===== config.mk =====
export PLATFORM = sky130hd
export DESIGN_NAME = fetch_unit_flat
export DESIGN_NICKNAME = d
export VERILOG_FILES = /design/src/rtl/mips_pkg.sv /design/src/rtl/fetch_unit_if.sv /design/src/rtl/if_id_reg.sv /design/src/rtl/fetch_unit.sv /design/src/flat_wrapper.sv
export SDC_FILE = /design/constraint.sdc
export NUM_CORES = 1
export LEC_CHECK = 0
export ABC_AREA = 1
export CAP_MARGIN = 20
export CELL_PAD_IN_SITES_DETAIL_PLACEMENT = 0
export CELL_PAD_IN_SITES_GLOBAL_PLACEMENT = 2
export CORE_MARGIN = 10
export CORE_UTILIZATION = 33
export CTS_BUF_LIST = sky130_fd_sc_hd__clkbuf_8
export DETAILED_ROUTE_END_ITERATION = 7
export GPL_TIMING_DRIVEN = 1
export PLACE_DENSITY = 0.88
export SYNTH_ARGS = -nofsm -noshare
export SYNTH_HDL_FRONTEND = slang
export SYNTH_SLANG_ARGS = --single-unit

===== constraint.sdc =====
create_clock -name clk -period 4.3 [get_ports clk]
set_input_delay 0.645 -clock clk [delete_from_list [all_inputs] [get_ports clk]]
set_output_delay 0.645 -clock clk [all_outputs]
set_load 0.02 [all_outputs]

===== src/rtl/mips_pkg.sv =====
// Shared MIPS pipeline definitions: fetch FSM states, NOP word and the
// opcode values the decoder keys on.
package mips_pkg;

    typedef enum logic [1:0] {
        START = 2'd0,
        RUN   = 2'd1,
        BUF   = 2'd2
    } fetch_state_e;

    // sll $0,$0,0
    localparam logic [31:0] NOP_INSTR = 32'h0000_0000;

    localparam logic [5:0] OP_RTYPE = 6'd0;
    localparam logic [5:0] OP_BEQ   = 6'd4;
    localparam logic [5:0] OP_ADDI  = 6'd8;
    localparam logic [5:0] OP_LUI   = 6'd15;
    localparam logic [5:0] OP_LW    = 6'd35;
    localparam logic [5:0] OP_SW    = 6'd43;

    function automatic logic [31:0] pc_plus4(input logic [31:0] pc);
        return pc + 32'd4;
    endfunction

endpackage


===== src/rtl/fetch_unit_if.sv =====
// Instruction-memory request/response bundle between fetch and imem.
interface fetch_unit_if;
    logic [31:0] addr;
    logic        req;
    logic        ready;
    logic [31:0] rdata;

    modport master (output addr, output req, input ready, input rdata);
    modport slave  (input addr, input req, output ready, output rdata);
endinterface


===== src/rtl/if_id_reg.sv =====
// Generic pipeline register holding instr/pc4/valid with flush, load and
// bubble (valid-only clear) controls; flush wins over load over bubble.
module if_id_reg #(
    parameter logic [31:0] FLUSH_INSTR = 32'h0000_0000
) (
    input  logic        clk,
    input  logic        rst_n,
    input  logic        flush_i,
    input  logic        load_i,
    input  logic        bubble_i,
    input  logic [31:0] instr_i,
    input  logic [31:0] pc4_i,
    output logic [31:0] instr_o,
    output logic [31:0] pc4_o,
    output logic        valid_o
);

    logic [31:0] instr_q;
    logic [31:0] pc4_q;
    logic        valid_q;

    always_ff @(posedge clk or negedge rst_n) begin
        if (!rst_n) begin
            instr_q <= FLUSH_INSTR;
            pc4_q   <= 32'd0;
            valid_q <= 1'b0;
        end else if (flush_i) begin
            instr_q <= FLUSH_INSTR;
            pc4_q   <= 32'd0;
            valid_q <= 1'b0;
        end else if (load_i) begin
            instr_q <= instr_i;
            pc4_q   <= pc4_i;
            valid_q <= 1'b1;
        end else if (bubble_i) begin
            valid_q <= 1'b0;
        end
    end

    assign instr_o = instr_q;
    assign pc4_o   = pc4_q;
    assign valid_o = valid_q;

endmodule


===== src/rtl/fetch_unit.sv =====
// Instruction fetch stage: PC, request FSM, one-entry skid buffer for words
// that land while the hazard unit stalls, and the IF/ID register.
module fetch_unit
    import mips_pkg::*;
#(
    parameter logic [31:0] RESET_PC  = 32'h0000_0000,
    parameter logic [31:0] NOP_INSTR = mips_pkg::NOP_INSTR
) (
    input  logic                clk,
    input  logic                rst_n,
    fetch_unit_if.master        imem,
    input  logic                stall_i,
    input  logic                branch_taken_i,
    input  logic [31:0]         branch_target_i,
    output logic [31:0]         if_id_instr_o,
    output logic [31:0]         if_id_pc4_o,
    output logic                if_id_valid_o,
    output logic [5:0]          opcode_o
);

    fetch_state_e state_q;
    logic [31:0]  pc_q;
    logic [31:0]  skid_q;
    logic [31:0]  skid_pc4_q;
    logic         req_q;
    logic [31:0]  pc4_d;

    assign pc4_d = pc_plus4(pc_q);

    // req is registered from the next state so it is high exactly in RUN.
    always_ff @(posedge clk or negedge rst_n) begin
        if (!rst_n) begin
            state_q    <= START;
            pc_q       <= RESET_PC;
            skid_q     <= 32'd0;
            skid_pc4_q <= 32'd0;
            req_q      <= 1'b0;
        end else if (branch_taken_i) begin
            state_q    <= RUN;
            pc_q       <= branch_target_i;
            skid_q     <= 32'd0;
            skid_pc4_q <= 32'd0;
            req_q      <= 1'b1;
        end else begin
            case (state_q)
                START: begin
                    state_q <= RUN;
                    req_q   <= 1'b1;
                end
                RUN: begin
                    if (imem.ready) begin
                        pc_q <= pc4_d;
                        if (stall_i) begin
                            skid_q     <= imem.rdata;
                            skid_pc4_q <= pc4_d;
                            state_q    <= BUF;
                            req_q      <= 1'b0;
                        end
                    end
                end
                BUF: begin
                    if (!stall_i) begin
                        state_q <= RUN;
                        req_q   <= 1'b1;
                    end
                end
                default: begin
                    state_q <= START;
                    req_q   <= 1'b0;
                end
            endcase
        end
    end

    logic        ifid_load;
    logic        ifid_bubble;
    logic [31:0] ifid_instr_d;
    logic [31:0] ifid_pc4_d;

    always_comb begin
        ifid_load    = 1'b0;
        ifid_bubble  = 1'b0;
        ifid_instr_d = imem.rdata;
        ifid_pc4_d   = pc4_d;
        if (!branch_taken_i && !stall_i) begin
            if (state_q == RUN) begin
                ifid_load   = imem.ready;
                ifid_bubble = !imem.ready;
            end else if (state_q == BUF) begin
                // Drain the skid; memory is idle this cycle.
                ifid_load    = 1'b1;
                ifid_instr_d = skid_q;
                ifid_pc4_d   = skid_pc4_q;
            end
        end
    end

    if_id_reg #(.FLUSH_INSTR(NOP_INSTR)) u_if_id (
        .clk      (clk),
        .rst_n    (rst_n),
        .flush_i  (branch_taken_i),
        .load_i   (ifid_load),
        .bubble_i (ifid_bubble),
        .instr_i  (ifid_instr_d),
        .pc4_i    (ifid_pc4_d),
        .instr_o  (if_id_instr_o),
        .pc4_o    (if_id_pc4_o),
        .valid_o  (if_id_valid_o)
    );

    assign imem.addr = pc_q;
    assign imem.req  = req_q;
    assign opcode_o  = if_id_instr_o[31:26];

endmodule

===== src/flat_wrapper.sv =====
// flat-port wrapper written by rule: the top's interface ports become plain ports
module fetch_unit_flat import mips_pkg::*;
#(
    parameter logic [31:0] RESET_PC  = 32'h0000_0000,
    parameter logic [31:0] NOP_INSTR = mips_pkg::NOP_INSTR
)
  (clk, rst_n, stall_i, branch_taken_i, branch_target_i, if_id_instr_o, if_id_pc4_o, if_id_valid_o, opcode_o, imem_addr, imem_req, imem_ready, imem_rdata);
  fetch_unit_if imem_i ();
  input  logic clk;
  input  logic rst_n;
  input  logic stall_i;
  input  logic branch_taken_i;
  input  logic [31:0] branch_target_i;
  output logic [31:0] if_id_instr_o;
  output logic [31:0] if_id_pc4_o;
  output logic if_id_valid_o;
  output logic [5:0] opcode_o;
  output wire logic [$bits(imem_i.addr)-1:0] imem_addr;
  output wire logic [$bits(imem_i.req)-1:0] imem_req;
  input wire logic [$bits(imem_i.ready)-1:0] imem_ready;
  input wire logic [$bits(imem_i.rdata)-1:0] imem_rdata;
  assign imem_addr = imem_i.addr;
  assign imem_req = imem_i.req;
  assign imem_i.ready = imem_ready;
  assign imem_i.rdata = imem_rdata;
  fetch_unit #(.RESET_PC(RESET_PC), .NOP_INSTR(NOP_INSTR)) u_core (.clk(clk), .rst_n(rst_n), .imem(imem_i), .stall_i(stall_i), .branch_taken_i(branch_taken_i), .branch_target_i(branch_target_i), .if_id_instr_o(if_id_instr_o), .if_id_pc4_o(if_id_pc4_o), .if_id_valid_o(if_id_valid_o), .opcode_o(opcode_o));
endmodule

=== Yosys cells after proc, flatten, opt, wreduce, memory -nomap -nowiden ===
Cells that the tools add are included.

* Register bits: 164
* Bits in latches: 0
* Memory bits (writable): 0
* ROM bits: 0
* Bits of input ports: 69
* Output and inout bits: 104
* Memories: 0

* $add $sub $neg: 1
* Multiply operators: 0
* Div/mod/pow operators: 0
* Magnitude comparators: 0
* Equality and inequality tests: 5
* Shift operators: 0
* Muxes and demuxes: 39
* Bitwise operators: 0
* Reduce and logical (&&, ||, !) cells: 13

{| class="wikitable"
|+ Operators with widths
! operator !! number
|-
| $mux 32 || 21
|-
| $add 32x3->32 const B || 1
|-
| $mux 1 || 12
|-
| $ne 3x3->1 const B || 3
|-
| $mux 2 || 4
|-
| $reduce_bool 2->1 || 4
|-
| $pmux 2 s3 || 1
|-
| $reduce_and 3->1 || 2
|-
| $logic_not 1->1 || 3
|-
| $pmux 1 s3 || 1
|-
| $reduce_bool 3->1 || 1
|-
| $eq 2x1->1 const B || 1
|-
| $eq 2x2->1 const B || 1
|-
| $logic_not 2->1 || 1
|-
| $reduce_and 2->1 || 1
|-
| $logic_and 1x1->1 || 1
|}

=== Depth between registers and ports, before layout ===
Gate-level depths: netlist of run 1.

* Word-level depth: 6
* Depth in mapped cells: 11

=== Hierarchy ===
A second synthesis of run 1 with hierarchy kept.

* Cell total of the unflattened synthesis: 1074
* Area total of the unflattened synthesis: 8261.7 µm²

{| class="wikitable"
|+ By module, submodules not included
! module !! instances !! cells each !! area each (µm²) !! seq. area each (µm²)
|-
| fetch_unit || 1 || 791 || 5605.4 || 2477.4
|-
| if_id_reg || 1 || 283 || 2656.3 || 1626.6
|}

=== Least setup slack after synthesis of run 1 ===
OpenSTA, ideal clock, no wires.

* Path type: register to register
* From: register u_core.pc_q[3] (netlist: u_core.imem.addr[3])
* To: register u_core.skid_pc4_q[14]
* Library setup time: 77 ps
* Data arrival time: 1587 ps
* Setup slack: 2636 ps
* Stages on the path, launching flop included: 9
* Clock period less this slack: 1664 ps
* Path through: dfrtp_1 ha_1 nand2_1 nor2_2 nand2_2 nor2_2 xor2_1 nand2_1 o21ai_1

* Longest elaborated chain between the ends: 5

{| class="wikitable"
|+ Ends and longest elaborated chain
! item !! RTL line !! source
|-
| start, declared || fetch_unit.sv:22 || <nowiki>logic [31:0] pc_q;</nowiki>
|-
| start signal, assigned || fetch_unit.sv:40 || <nowiki>pc_q <= branch_target_i;</nowiki>
|-
| start signal, assigned || fetch_unit.sv:52 || <nowiki>pc_q <= pc4_d;</nowiki>
|-
| $add 32x3->32 || mips_pkg.sv:22 || <nowiki>return pc + 32'd4;</nowiki>
|-
| $mux 32 || fetch_unit.sv:53 || <nowiki>if (stall_i) begin</nowiki>
|-
| $mux 32 || fetch_unit.sv:51 || <nowiki>if (imem.ready) begin</nowiki>
|-
| $mux 32 || fetch_unit.sv:45 || <nowiki>case (state_q)</nowiki>
|-
| $mux 32 || fetch_unit.sv:38 || <nowiki>end else if (branch_taken_i) begin</nowiki>
|-
| end signal, assigned || fetch_unit.sv:55 || <nowiki>skid_pc4_q <= pc4_d;</nowiki>
|-
| end, declared || fetch_unit.sv:24 || <nowiki>logic [31:0] skid_pc4_q;</nowiki>
|}

No other way between the ends. The select of a mux whose other input is x is not followed.
A chain may end at the register's enable or synchronous reset.

=== Worst setup path after layout of run 1 ===
* From: input port stall_i
* To: register u_core.u_if_id.instr_q[23] (netlist: u_core.u_if_id.instr_o[23])

* Longest elaborated chain between the ends: 5
* Elaborated cells on any way between the ends: 7

{| class="wikitable"
|+ Ends and longest elaborated chain
! item !! RTL line !! source
|-
| start, declared || flat_wrapper.sv:11 || <nowiki>input logic stall_i;</nowiki>
|-
| $logic_not 1->1 * || - ||
|-
| $logic_and 1x1->1 * || fetch_unit.sv:85 || <nowiki>if (!branch_taken_i && !stall_i) begin</nowiki>
|-
| $mux 32 || fetch_unit.sv:85 ||
|-
| $mux 32 || if_id_reg.sv:31 || <nowiki>end else if (load_i) begin</nowiki>
|-
| $mux 32 || if_id_reg.sv:27 || <nowiki>end else if (flush_i) begin</nowiki>
|-
| end signal, assigned || if_id_reg.sv:32 || <nowiki>instr_q <= instr_i;</nowiki>
|-
| end, declared || if_id_reg.sv:18 || <nowiki>logic [31:0] instr_q;</nowiki>
|}

Every way passes the cells marked *; elsewhere a longest branch is shown, timed or not. The select of a mux whose other input is x is not followed.

==> results.json, run 1 <==
{
  "synth_top_area_share_pct": 52.7,
  "worst_pin_slew_ns": 0.944,
  "ff2ff_path_depth": 6,
  "max_freq_mhz": 400,
  "power_frac_clock_pct": 29.1,
  "cts_hold_buf": 0,
  "r2r_slack_ns": 2.05,
  "vias": 6916,
  "min_path_type": "in -> async",
  "yosys-top-cells-area": "dfrtp_1 (53%), nand2_1 (17%), o211ai_1 (4.1%), nor2_1 (3.5%), inv_1 (3.4%)",
  "slowest_stage": "inv_2",
  "ant_nets": 0,
  "crit_type": "in -> reg",
  "post_cts_buffers": 0,
  "fp.dieW_um": 174,
  "end_kind": "flip-flop",
  "area_delta_synth_final_pct": 30.5,
  "path_cells": "clkdlybuf4s50_1 -> nor2_4 -> nand2_1 -> inv_2 -> buf_4 -> nand2_1 -> o211ai_1",
  "drcViolationCount": 0,
  "synth_edf_count": 0,
  "nNetsFinal": 1186,
  "h-tree-depth": 4,
  "wl_um": 25500,
  "clock_path_buffers": 2,
  "drt_first_pass_iters": 5,
  "synth_top_cell_by_area": "dfrtp_1",
  "ys_ff_latch": 164,
  "clock-sinks": 164,
  "drive_gt1_share_pct": 6.02,
  "seq_area_frac_synth_pct": 52.7,
  "synthTopCellsByCount": "nand2_1 (358), dfrtp_1 (164), nor2_1 (73), inv_1 (70), o21ai_0 (44)",
  "synthArstFlopShare_pct": 100,
  "slew_violations": 0,
  "globalplace.congestion": 0.834,
  "internal_power_w": 0.00258,
  "grt_max_degree": 80,
  "critical-path-max-stage-delay_ns": 0.57,
  "power_density_nw_per_um2": 380,
  "root_buffer": "clkbuf_8",
  "relSlewSlack_pct": 37.0,
  "cp_max_fo": 29,
  "cts_resized": 0,
  "post_drt_wl_per_cell_um": 17.6,
  "fin_util_pct": 43.5,
  "dp_hpwl_um": 18000,
  "endpoint": "u_core.u_if_id.instr_o[23]",
  "grt_pass1_vias": 6916,
  "hold_violations": 0,
  "die_y_um": 174,
  "synth_nets": 1030,
  "num_rows": 56,
  "arrival_ns": 2.86,
  "ys.flop_type": "dfrtp_1",
  "syn_area_sq_um": 7780,
  "synth.distinct_cells": 35,
  "tns_ns": 0,
  "maxCapViolations": 0,
  "dieArea_sq_um": 30100,
  "fill_cells": 2390,
  "crit_top_cell": "nand2_1",
  "synthCells": 960,
  "fin_total_pwr_w": 0.00386,
  "cts_tree": "yes",
  "clk_pin_slew_ns": 0.10,
  "ir_drop_mv": 0.162,
  "p_switching_w": 0.00128,
  "cts_buffers": 17,
  "cp-startpoint": "stall_i",
  "swShare_pct": 33.2,
  "portBuffers": 172,
  "min_period_ns": 2.50,
  "skew_ns": 0.0120,
  "setup_viol": 0,
  "grt_usage_pct": 16.8,
  "yosys_warnings": 0,
  "routed_via_density": 4.77,
  "pin_count": 173,
  "clk_latency_ns": 0.46,
  "core_region_area_sq_um": 23300,
  "antenna_found_initial": 1,
  "min_period_over_period_pct": 58.1,
  "grt_overflow": 0,
  "synth.most_common_cell": "nand2_1",
  "rsz0062_at_grt": "no",
  "crit_required_ns": 4.66,
  "r2r_end": "u_core.u_if_id.instr_o[23]",
  "grt_pass1_wl_um": 40400,
  "combinationalPowerShare_pct": 23.4,
  "power_frac_seq_pct": 47.5,
  "first_iter_violations": 464,
  "start_util_pct": 33.4,
  "p_leak_nw": 4.56,
  "status": "completed",
  "syn_area_per_cell_sq_um": 8.11,
  "worstSetupStartpointType": "primary input",
  "r2r_start": "u_core.state_q[0]"
}
[per-layer routing]
layer	vias up	wire [um]	GRT usage (%)
met2	185	11900	26.6
met4	0	341	4.67
li1	3395	-	-
met3	20	1250	3.35
met1	3316	12000	23.0
met5	-	0	0
[cells in the final DEF, fill, tap and decap left out, drive strengths merged]
master / netlist / layout
nand3: 39 / 39
and2: 2 / 2
clkdlybuf4s50: 0 / 170
o31ai: 1 / 1
nand2: 360 / 360
nand3b: 3 / 3
ha: 1 / 1
o211ai: 42 / 42
dfrtp: 164 / 164
clkinvlp: 0 / 3
nor3b: 1 / 1
inv: 77 / 82
a22o: 1 / 1
a22oi: 21 / 21
xnor2: 3 / 3
a21oi: 27 / 27
or2: 2 / 2
bufinv: 0 / 1
xor2: 10 / 10
nor3: 3 / 3
o22ai: 1 / 1
clkinv: 0 / 3
nor2: 80 / 80
clkbuf: 19 / 20
buf: 29 / 15
o21ai: 71 / 71
diode: 0 / 1
nand4: 3 / 3
[cell families (layout without fill, tap and decap cells)]
group | Yosys count | count (layout) | synth area share, %
buffers and inverters | 125 | 294 | 7.15
adders and majority gates | 1 | 1 | 0.161
other | 0 | 1 | 0
AOI/OAI and AO/OA | 164 | 164 | 13.0
and+or+nand+nor | 493 | 493 | 25.5
xor gates and xnor gates | 13 | 13 | 1.46
DFF | 164 | 164 | 52.7
[power by group through the flow]
stage | Clock [W] | Sequential, W | Combinational (W)
after floorplan | 0 | 0.00195 | 0.000353
after global placement | 0 | 0.00186 | 0.000910
after detailed placement | 0 | 0.00186 | 0.000919
after CTS | 0.00116 | 0.00184 | 0.000922
after global routing | 0.00122 | 0.00186 | 0.000994
final | 0.00112 | 0.00183 | 0.000905
[flip-flops by register name, indices dropped and copies added, names as in the netlist]
register / cells
u_core.u_if_id.pc4_o: 32
u_core.imem.addr: 32
u_core.skid_pc4_q: 32
u_core.imem.req: 1
u_core.u_if_id.instr_o: 32
u_core.skid_q: 32
u_core.state_q: 2
u_core.u_if_id.valid_o: 1
[cell type report]
| cell class | count | area [sq um] | share of cell area [%] |
|---|---|---|---|
| Antenna cell | 1 | 2.50 | 0.0246 |
| Clock buffer | 20 | 275 | 2.71 |
| Clock inverter | 12 | 120 | 1.18 |
| Inverter | 77 | 292 | 2.87 |
| Multi-Input combinational cell | 671 | 3120 | 30.7 |
| Sequential cell | 164 | 4100 | 40.4 |
| Tap cell | 319 | 399 | 3.93 |
| Timing Repair Buffer | 185 | 1840 | 18.1 |
[worst max-delay path: cells and delay by family]
kind	cells	cell delay (ns)
AOI/OAI and AO/OA	1	0.11
and+or+nand+nor	3	0.58
buffers and inverters	3	1.52
[through the flow]
stage	area [sq um]	worst slack (ns)	hold slack (ns)	std cells
6_report	10200	1.80	0.215	1449
5_1_grt	10200	1.63	0.239	1449
4_1_cts	10200	1.83	0.231	1448
3_5_place_dp	9760	1.34	0.465	1416
3_3_place_gp	9760	1.36	0.463	1416
2_1_floorplan	7780	2.64	0.349	960
[worst min-delay path by stage]
| stage | start | end | slack [ns] | cells past startpoint |
|---|---|---|---|---|
| global route | rst_n | u_core.skid_q[9] | 0.24 | 1 |
| detailed placement | u_core.u_if_id.pc4_o[5] | u_core.u_if_id.pc4_o[5] | 0.47 | 2 |
| CTS | rst_n | u_core.skid_q[9] | 0.23 | 1 |
| global placement | u_core.u_if_id.pc4_o[1] | u_core.u_if_id.pc4_o[1] | 0.46 | 2 |
| floorplan | rst_n | u_core.imem.addr[0] | 0.35 | 0 |
| finish | rst_n | u_core.skid_q[9] | 0.21 | 1 |
Power figures use the tool's default switching activity.
==> inputs of run 2 (changes only) <==
- CORE_UTILIZATION: 33 -> 27
- PLACE_DENSITY: 0.88 -> 0.77
- clock period: 4.3 -> 2 ns (I/O delays scaled with it)
==> run 2 against run 1 <==
Hold slack better by 0.070 ns. Sequential cell count did not move. Utilization fell by 6.1 points. Largest cell class unchanged. Global-route usage fell by 1.5 points. Routed wire length up 7.2%. Cell area rose by 5.3%. Critical path depth down 6. Sequential share of layout area is 2.0 points lower.
==> results.json, run 2 (synthesized netlist as in run 1, its figures left out) <==
{
  "cts_tree": "yes",
  "path_cells": "clkdlybuf4s50_1",
  "place_inst": 1519,
  "vias": 7103,
  "grt_usage_pct": 15.4,
  "portBuffers": 172,
  "skew_ns": 0.0194,
  "critPathTopFamily": "buffers and inverters",
  "core_region_area_sq_um": 28500,
  "swShare_pct": 34.5,
  "end_kind": "output pin",
  "power_frac_clock_pct": 29.7,
  "crit_buf_inv": 1,
  "root_buffer": "clkbuf_8",
  "antenna_found_initial": 0,
  "min_period_ns": 1.94,
  "hold_violations": 0,
  "power_frac_seq_pct": 45.7,
  "layout.cells.non_filler": 1552,
  "power_density_nw_per_um2": 801,
  "drive_gt1_share_pct": 9.25,
  "arrival_ns": 1.64,
  "clock-sinks": 164,
  "nNetsFinal": 1225,
  "num_rows": 62,
  "cts_buffers": 17,
  "ir_drop_mv": 0.362,
  "worst_pin_slew_ns": 0.733,
  "area_delta_synth_final_pct": 37.4,
  "p_switching_w": 0.00296,
  "globalplace.congestion": 0.825,
  "h-tree-depth": 4,
  "critical-path-max-stage-delay_ns": 0.67,
  "rsz0062_at_grt": "no",
  "crit_required_ns": 1.70,
  "min_path_type": "in -> async",
  "clk_pin_slew_ns": 0.11,
  "post_drt_wl_per_cell_um": 17.6,
  "grt_max_degree": 50,
  "tns_ns": 0,
  "die_y_um": 190,
  "status": "completed",
  "pin_count": 173,
  "p_leak_nw": 4.90,
  "max_freq_mhz": 515,
  "crit_type": "reg -> out",
  "fill_cells": 3060,
  "post_cts_buffers": 0,
  "grt_overflow": 0,
  "worstSetupStartpointType": "flip-flop",
  "drcViolationCount": 0,
  "start_util_pct": 27.3,
  "first_iter_violations": 426,
  "setup_viol": 0,
  "relSlewSlack_pct": 51.1,
  "internal_power_w": 0.00561,
  "maxCapViolations": 0,
  "mostFrequentLayoutCells": "nand2_1 (358), dfrtp_1 (164), clkdlybuf4s50_1 (161), nor2_1 (72), inv_1 (70)",
  "routed_via_density": 4.58,
  "num_antenna_cells": 0,
  "grt_pass1_vias": 7365,
  "cp_max_fo": 6,
  "min_period_over_period_pct": 97.0,
  "dp_hpwl_um": 20300,
  "ant_nets": 0,
  "drt_first_pass_iters": 4,
  "clock_path_buffers": 2,
  "fp.dieW_um": 190,
  "slowest_stage": "clkdlybuf4s50_1",
  "clk_latency_ns": 0.47,
  "combinationalPowerShare_pct": 24.6,
  "wl_um": 27400,
  "grt_pass1_wl_um": 43600,
  "final_common_cell": "nand2_1",
  "dieArea_sq_um": 36000,
  "slew_violations": 0
}
## run 2: changes by cell type in the layout (fill, tap and decap cells not counted), sizes merged
cell	previous run	this run
clkinv	3	7
diode	1	0
clkbuf	20	17
clkinvlp	3	1
inv	82	83
clkdlybuf4s50	170	161
buf	15	53
dlymetal6s2s	0	9
dlygate4sd3	0	1
## run 2: metal layers
layer	vias to the layer above	GRT usage, %	wire [um]
li1	3490	-	-
met5	-	0	0
met4	0	3.24	193
met2	155	24.4	12600
met1	3448	20.9	13200
met3	10	3.61	1420
## run 2: power groups by stage
| stage | clock network (W) | logic (W) | registers [W] |
|---|---|---|---|
| 6_report | 0.00254 | 0.00211 | 0.00392 |
| 3_3_place_gp | 0 | 0.00214 | 0.00398 |
| 2_1_floorplan | 0 | 0.000758 | 0.00420 |
| 4_1_cts | 0.00263 | 0.00216 | 0.00392 |
| 3_5_place_dp | 0 | 0.00215 | 0.00398 |
| 5_1_grt | 0.00277 | 0.00232 | 0.00397 |
## run 2: final cells by class
class | count | area (sq um) | area share (%)
Sequential cell | 164 | 4100 | 38.4
Multi-Input combinational cell | 671 | 3120 | 29.2
Timing Repair Buffer | 224 | 2270 | 21.2
Tap cell | 384 | 480 | 4.49
Inverter | 77 | 292 | 2.73
Clock buffer | 17 | 234 | 2.19
Clock inverter | 15 | 189 | 1.77
## run 2: metrics by stage
step | util (%) | hold slack, ns | total power, W | setup slack [ns] | instance area [sq um]
finish | 37.5 | 0.284 | 0.00857 | 0.0597 | 10700
global route | 37.5 | 0.288 | 0.00906 | 0.00222 | 10700
CTS | 37.4 | 0.277 | 0.00871 | 0.00760 | 10700
detailed placement | 35.9 | 0.229 | 0.00613 | 0.0582 | 10200
global placement | 35.9 | 0.229 | 0.00612 | 0.0546 | 10200
floorplan | - | 0.00441 | 0.00495 | 0.336 | 7780
## run 2: final timing paths
path / startpoint / endpoint / slack [ns] / cells after the start
hold reg to reg: u_core.u_if_id.pc4_o[9] / u_core.u_if_id.pc4_o[9] / 0.49 / 2
max in group asynchronous: rst_n / u_core.u_if_id.instr_o[28] / 0.96 / 4
setup / recovery: u_core.imem.addr[15] / imem_addr[15] / 0.06 / 1
min in group clk: branch_taken_i / u_core.state_q[0] / 0.33 / 6
setup reg to reg: u_core.imem.addr[2] / u_core.u_if_id.pc4_o[8] / 0.23 / 6
hold / removal: rst_n / u_core.skid_q[2] / 0.28 / 2
## run 2: timing repair
| item | in CTS | in global routing |
|---|---|---|
| hold buffers | 1 | 0 |
| endpoints found under the hold margin | 30 | 0 |
| resized for setup | 0 | 10 |
| setup endpoints to repair | 0 | 11 |
